[src/rtl/umi_xbar_sched.sv]
// Per-output packet-aware arbiter for the UMI NxN crossbar: decodes destinations,
// arbitrates (fixed priority or round-robin) and holds each output until end-of-message.
module umi_xbar_sched #(
  parameter int N  = 4,
  parameter int PW = 2
) (
  input  logic            clk,
  input  logic            nreset,
  input  logic            mode,
  input  logic [N*N-1:0]  mask,
  input  logic [N-1:0]    umi_in_valid,
  input  logic [N*PW-1:0] umi_in_dst,
  input  logic [N-1:0]    umi_in_eom,
  output logic [N-1:0]    umi_in_ready,
  input  logic [N-1:0]    umi_out_ready,
  output logic [N-1:0]    umi_out_valid,
  output logic [N*N-1:0]  grants,
  output logic [N-1:0]    locked,
  output logic [N-1:0]    err_dst
);
  localparam int IW = (N > 1) ? $clog2(N) : 1;

  typedef enum logic {S_IDLE = 1'b0, S_LOCK = 1'b1} state_t;

  state_t        r_state [N];
  logic [IW-1:0] r_owner [N];
  logic [IW-1:0] r_ptr   [N];

  state_t        w_state_nxt [N];
  logic [IW-1:0] w_owner_nxt [N];
  logic [IW-1:0] w_ptr_nxt   [N];
  logic [IW-1:0] w_gidx      [N];
  logic [N-1:0]  w_ghit;
  logic [N*N-1:0] w_req;
  logic [N-1:0]  w_xfer;

  // Request decode and destination range check
  always_comb begin
    w_req   = '0;
    err_dst = '0;
    for (int i = 0; i < N; i++) begin
      err_dst[i] = umi_in_valid[i] & (32'(umi_in_dst[i*PW +: PW]) >= 32'(N));
      for (int o = 0; o < N; o++) begin
        w_req[o*N+i] = umi_in_valid[i] & (32'(umi_in_dst[i*PW +: PW]) == 32'(o)) & ~mask[o*N+i];
      end
    end
  end

  // Per-output winner selection; a locked output always selects its owner
  always_comb begin
    for (int o = 0; o < N; o++) begin
      w_gidx[o] = '0;
      w_ghit[o] = 1'b0;
      if (r_state[o] == S_LOCK) begin
        w_gidx[o] = r_owner[o];
        w_ghit[o] = 1'b1;
      end else if (mode) begin
        for (int k = 0; k < N; k++) begin
          if (!w_ghit[o] && w_req[o*N + ((int'(r_ptr[o]) + k) % N)]) begin
            w_ghit[o] = 1'b1;
            w_gidx[o] = IW'((int'(r_ptr[o]) + k) % N);
          end
        end
      end else begin
        for (int i = 0; i < N; i++) begin
          if (!w_ghit[o] && w_req[o*N+i]) begin
            w_ghit[o] = 1'b1;
            w_gidx[o] = IW'(i);
          end
        end
      end
    end
  end

  // Grant, handshake and lock status outputs, all forced low during reset
  always_comb begin
    grants        = '0;
    umi_out_valid = '0;
    umi_in_ready  = '0;
    locked        = '0;
    for (int o = 0; o < N; o++) begin
      for (int i = 0; i < N; i++) begin
        grants[o*N+i] = nreset & w_ghit[o] & (w_gidx[o] == IW'(i));
      end
      umi_out_valid[o] = |(grants[o*N +: N] & umi_in_valid);
      locked[o]        = nreset & (r_state[o] == S_LOCK);
    end
    for (int i = 0; i < N; i++) begin
      for (int o = 0; o < N; o++) begin
        umi_in_ready[i] = umi_in_ready[i] | (grants[o*N+i] & umi_out_ready[o]);
      end
    end
    w_xfer = umi_out_valid & umi_out_ready;
  end

  // Next-state: lock on a non-final beat, release and advance pointer on eom
  always_comb begin
    for (int o = 0; o < N; o++) begin
      w_state_nxt[o] = r_state[o];
      w_owner_nxt[o] = r_owner[o];
      w_ptr_nxt[o]   = r_ptr[o];
      if (w_xfer[o]) begin
        if (umi_in_eom[w_gidx[o]]) begin
          w_state_nxt[o] = S_IDLE;
          w_ptr_nxt[o]   = (32'(w_gidx[o]) == 32'(N-1)) ? '0 : w_gidx[o] + IW'(1);
        end else begin
          w_state_nxt[o] = S_LOCK;
          w_owner_nxt[o] = w_gidx[o];
        end
      end else begin
        w_state_nxt[o] = r_state[o];
      end
    end
  end

  // State registers
  always_ff @(posedge clk or negedge nreset) begin
    if (!nreset) begin
      for (int o = 0; o < N; o++) begin
        r_state[o] <= S_IDLE;
        r_owner[o] <= '0;
        r_ptr[o]   <= '0;
      end
    end else begin
      for (int o = 0; o < N; o++) begin
        r_state[o] <= w_state_nxt[o];
        r_owner[o] <= w_owner_nxt[o];
        r_ptr[o]   <= w_ptr_nxt[o];
      end
    end
  end

endmodule

[config.mk]
export PLATFORM = sky130hd
export DESIGN_NAME = umi_xbar_sched
export DESIGN_NICKNAME = d
export VERILOG_FILES = /design/src/rtl/umi_xbar_sched.sv
export SDC_FILE = /design/constraint.sdc
export NUM_CORES = 1
export LEC_CHECK = 0
export ABC_AREA = 0
export CORE_ASPECT_RATIO = 0.7
export CORE_UTILIZATION = 49
export DETAILED_ROUTE_END_ITERATION = 16
export GPL_ROUTABILITY_DRIVEN = 0
export HOLD_SLACK_MARGIN = 0.06
export PLACE_DENSITY = 0.88
export SYNTH_ARGS = -nofsm -noshare
export SYNTH_HDL_FRONTEND = slang
export SYNTH_SLANG_ARGS = --single-unit
[constraint.sdc]
create_clock -name clk -period 5.4 [get_ports clk]
set_input_delay 1.08 -clock clk [delete_from_list [all_inputs] [get_ports clk]]
set_output_delay 1.08 -clock clk [all_outputs]
set_load 0.05 [all_outputs]
==> results of run 1 <==
## logic make-up after synthesis
group,share of synthesized area [%]
compound gates,28.0
flops,19.8
buf+inv,6.40
fa+ha+maj,7.94
mux,10.4
other cells,0.149
simple gates,27.3
## final cells by class
cell class,count,area (um^2),share of cell area (%)
well taps,69,86.3,2.53
repair buffers,78,788,23.1
multi-input cells,243,1910,56.0
clock buffers,3,41.3,1.21
inverters,23,86.3,2.53
flip-flops and latches,20,500,14.7
## report_power, final
part	internal (uW)	switching, uW	leakage, uW
clock network	49.8	50.9	0.0000216
registers	210	74.4	0.000224
logic	464	698	0.00128
total	724	823	0.00152
## cells in the mapped netlist, types with 3 or more instances
cell type / count / area (um^2)
sky130_fd_sc_hd__nor2_1: 15 / 56.3
sky130_fd_sc_hd__and2_1: 22 / 138
sky130_fd_sc_hd__and3_1: 5 / 31.3
sky130_fd_sc_hd__nor3_1: 4 / 20.0
sky130_fd_sc_hd__a22oi_1: 6 / 45.0
sky130_fd_sc_hd__and4bb_2: 3 / 37.5
sky130_fd_sc_hd__nand2_1: 9 / 33.8
sky130_fd_sc_hd__and4b_1: 3 / 30.0
sky130_fd_sc_hd__a221oi_1: 7 / 61.3
sky130_fd_sc_hd__dfrtp_1: 20 / 500
sky130_fd_sc_hd__a21oi_1: 19 / 95.1
sky130_fd_sc_hd__nand4bb_1: 3 / 33.8
sky130_fd_sc_hd__a32o_1: 5 / 50.1
sky130_fd_sc_hd__nand3_1: 3 / 15.0
sky130_fd_sc_hd__a22o_1: 3 / 26.3
sky130_fd_sc_hd__nor4bb_1: 3 / 30.0
sky130_fd_sc_hd__o22ai_1: 3 / 18.8
sky130_fd_sc_hd__buf_2: 3 / 15.0
sky130_fd_sc_hd__mux2_1: 3 / 33.8
sky130_fd_sc_hd__inv_1: 22 / 82.6
sky130_fd_sc_hd__o31ai_1: 3 / 22.5
sky130_fd_sc_hd__mux2_2: 8 / 90.1
sky130_fd_sc_hd__or4b_1: 3 / 30.0
sky130_fd_sc_hd__nand2b_1: 6 / 37.5
sky130_fd_sc_hd__a21o_1: 4 / 30.0
sky130_fd_sc_hd__ha_1: 16 / 200
sky130_fd_sc_hd__mux2i_1: 10 / 100
sky130_fd_sc_hd__buf_4: 7 / 52.6
sky130_fd_sc_hd__o21ai_0: 23 / 115
sky130_fd_sc_hd__nor2b_1: 4 / 25.0
sky130_fd_sc_hd__nand4b_1: 4 / 35.0
## metrics by stage
stage / hold slack, ns / cell area, um^2 / setup WS [ns] / total power, uW
after global placement: 0.470 / 3310 / 0.147 / 1380
after global routing: 0.504 / 3410 / 0.0256 / 1630
final: 0.486 / 3410 / 0.215 / 1550
after floorplan: 0.440 / 2530 / 0.125 / 1030
after detailed placement: 0.472 / 3310 / 0.0221 / 1390
after CTS: 0.489 / 3360 / 0.0854 / 1510
## registers in the layout (all words and copies together) (netlist names)
register / cells
r_ptr: 8
r_state: 4
r_owner: 8
## worst paths after layout
| check | end | from |
|---|---|---|
| max | umi_out_valid[0] | umi_in_valid[3] |
| min | r_owner[1]$_DFFE_PN0P_ | r_owner[1]$_DFFE_PN0P_ |
| max reg2reg | r_ptr[1]$_DFFE_PN0P_ | r_ptr[0]$_DFFE_PN0P_ |
| min reg2reg | r_owner[1]$_DFFE_PN0P_ | r_owner[1]$_DFFE_PN0P_ |
| max in group asynchronous | r_ptr[3]$_DFFE_PN0P_ | nreset |
| min in group asynchronous | r_ptr[7]$_DFFE_PN0P_ | nreset |
## layout by cell type, fill, tap and decap left out, types with 4 or more instances in the layout
master	instances
sky130_fd_sc_hd__a21o_1	4
sky130_fd_sc_hd__a21oi_1	19
sky130_fd_sc_hd__a221oi_1	5
sky130_fd_sc_hd__a22oi_1	6
sky130_fd_sc_hd__a32o_1	5
sky130_fd_sc_hd__and2_1	22
sky130_fd_sc_hd__and3_1	5
sky130_fd_sc_hd__buf_12	7
sky130_fd_sc_hd__buf_4	27
sky130_fd_sc_hd__clkdlybuf4s50_1	42
sky130_fd_sc_hd__conb_1	4
sky130_fd_sc_hd__dfrtp_1	20
sky130_fd_sc_hd__ha_1	16
sky130_fd_sc_hd__inv_1	22
sky130_fd_sc_hd__mux2_2	8
sky130_fd_sc_hd__mux2i_1	10
sky130_fd_sc_hd__nand2_1	9
sky130_fd_sc_hd__nand2b_1	6
sky130_fd_sc_hd__nand4b_1	4
sky130_fd_sc_hd__nor2_1	15
sky130_fd_sc_hd__nor2b_1	4
sky130_fd_sc_hd__nor3_1	4
sky130_fd_sc_hd__o21ai_0	23
## per-layer routing
metal / track usage (%) / wire, um / up-vias
li1: - / - / 1271
met1: 44.5 / 3570 / 1280
met2: 44.7 / 3380 / 222
met3: 6.61 / 1110 / 38
met4: 11.9 / 263 / 0
met5: 0 / 0 / -
## what timing repair did
action	4_1_cts	5_1_grt
pin swaps	0	2
resized for setup	1	7
setup endpoints to repair	1	11
buffers inserted	0	2
==> results.rst, run 1 <==
.. list-table::
   :header-rows: 1

   * - Metric
     - Value
   * - Std-Cell Rows
     - 21
   * - Total instance count after detailed placement
     - 431
   * - Final worst path period share
     - 96.0%
   * - Clock buffer depth
     - 2
   * - Hold buffer count at cts
     - 0
   * - Max H-tree Level
     - 1
   * - Skew final
     - 0.000743 ns
   * - Vertical die dimension
     - 62.0 um
   * - Cts bufs inserted
     - 3
   * - Count of clock tree sinks
     - 20
   * - Max-capacitance violation count
     - 0
   * - Final Critical Period
     - 5.18 ns
   * - Normalized max-slew margin
     - 55.8%
   * - Worst Setup Path Type
     - in2out
   * - Worst hold path stage count
     - 1
   * - Worst setup slack for register-to-register paths
     - 1.69 ns
   * - Mean instance size in the synthesized netlist
     - 8.55 um^2
   * - CTS Root Cell
     - sky130_fd_sc_hd__clkbuf_8
   * - Cell area after synthesis
     - 2520 um^2
   * - Number of antenna violations at the first check in global routing
     - 0
   * - Total wire length
     - 8330 um
   * - Worst-case reg-to-reg path depth
     - 14
   * - Count of distinct cell types in the synthesized netlist
     - 68
   * - First-pass iteration count of the detailed router
     - 5
   * - Hold/Removal Path Class
     - reg2reg
   * - Count of fill cells added during filler insertion
     - 381
   * - RSZ-0062 raised after global routing
     - no
   * - Final count of hold timing violations
     - 0
   * - Post-synth EDFFs
     - 0
   * - Reported leakage power
     - 0.00152 uW
   * - Cell with the largest stage delay on the worst path
     - sky130_fd_sc_hd__clkdlybuf4s50_1
   * - Antenna-violating nets left
     - 0
   * - Total DRC errors in the routed layout
     - 0
   * - TritonCTS clock tree
     - yes
   * - Ratio of total power to cell area
     - 453 nW/um^2
   * - Stage delay of the slowest cell on the critical path
     - 0.66 ns
   * - Pin count of the biggest net entering global routing
     - 23
   * - Number of antenna cells inserted
     - 0
   * - CP delay by family, top
     - buffers and inverters
   * - Synth-to-Final Area Change
     - 35.3%
   * - Crit. path cell count
     - 11
   * - Synth warn
     - 0
   * - Sequential-to-total area share from yosys stat
     - 19.8%
   * - Via count of the first global-routing pass
     - 2,517
   * - Residual overflow from global routing
     - 0
   * - Register bit count reported by yosys
     - 20
   * - DIE WIDTH
     - 87.8 um
   * - Total negative setup slack
     - 0 ns
   * - Worst path cell trace
     - clkdlybuf4s50_1, or4b_1, mux4_2, nand2_2, a32oi_4, inv_1, ha_1, a22oi_1, nand2_1, and2_1, buf_4
   * - Post-CTS clock slew at the launch and capture registers of the worst setup and hold paths
     - 0.07 ns
   * - Setup crit start kind
     - input pin
   * - Gate Count Post-Synth
     - 295
   * - Max Freq
     - 0.193 GHz
   * - Result of the run
     - finished, final reports clean
   * - Number of max-slew violations in the final report
     - 0
   * - Starting density of the core
     - 51.9%
   * - Placed wire-length estimate
     - 6250 um
   * - Insertion delay of the later-clocked pin in the worst-skew pair
     - 0.26 ns
   * - Slew at the pin with the worst max-slew slack
     - 0.657 ns
   * - CP required
     - 4.32 ns
   * - Tot GR Track Use
     - 30.7%
   * - Worst path buffer plus inverter count
     - 3
   * - Prevailing post-synth register cell
     - sky130_fd_sc_hd__dfrtp_1
   * - Area of the core
     - 4860 um^2
   * - Vias after detailed routing
     - 2,811
   * - Setup violations, final
     - 0
   * - Share of post-route cells with drive strength above 1
     - 17.4%
   * - VDD IR-drop max
     - 0.393 mV
   * - Asr flop ratio synth
     - 100%
   * - I/O pin count
     - 71
   * - Non-Filler Instances
     - 436
   * - Critical-path maximum fanout
     - 7
   * - I/O Buffers
     - 66
   * - Average routed wire per standard cell
     - 19.1 um
   * - Kind of end point of the critical path
     - primary output
   * - Initial detailed-routing violation count
     - 229
   * - Wire length of the first global-routing pass
     - 12,400 um
   * - Share of the core filled with cells in the final layout
     - 70.2%
   * - Via/cell ratio
     - 6.45
   * - Critical path data arrival time
     - 4.10 ns
   * - Floorplan die area
     - 5440 um^2
   * - Layout Nets
     - 424
Note: power is estimated with default switching activity, not from simulation.
==> inputs of run 2 (changes only) <==
--- a/config.mk
+++ b/config.mk
@@ -8,6 +8,7 @@
 export ABC_AREA = 0
 export CORE_ASPECT_RATIO = 0.7
 export CORE_UTILIZATION = 49
+export CTS_CLUSTER_DIAMETER = 80
 export DETAILED_ROUTE_END_ITERATION = 16
 export GPL_ROUTABILITY_DRIVEN = 0
 export HOLD_SLACK_MARGIN = 0.06
==> results of run 2 <==
The final DEF is identical to that of run 1; final timing and power are the same.
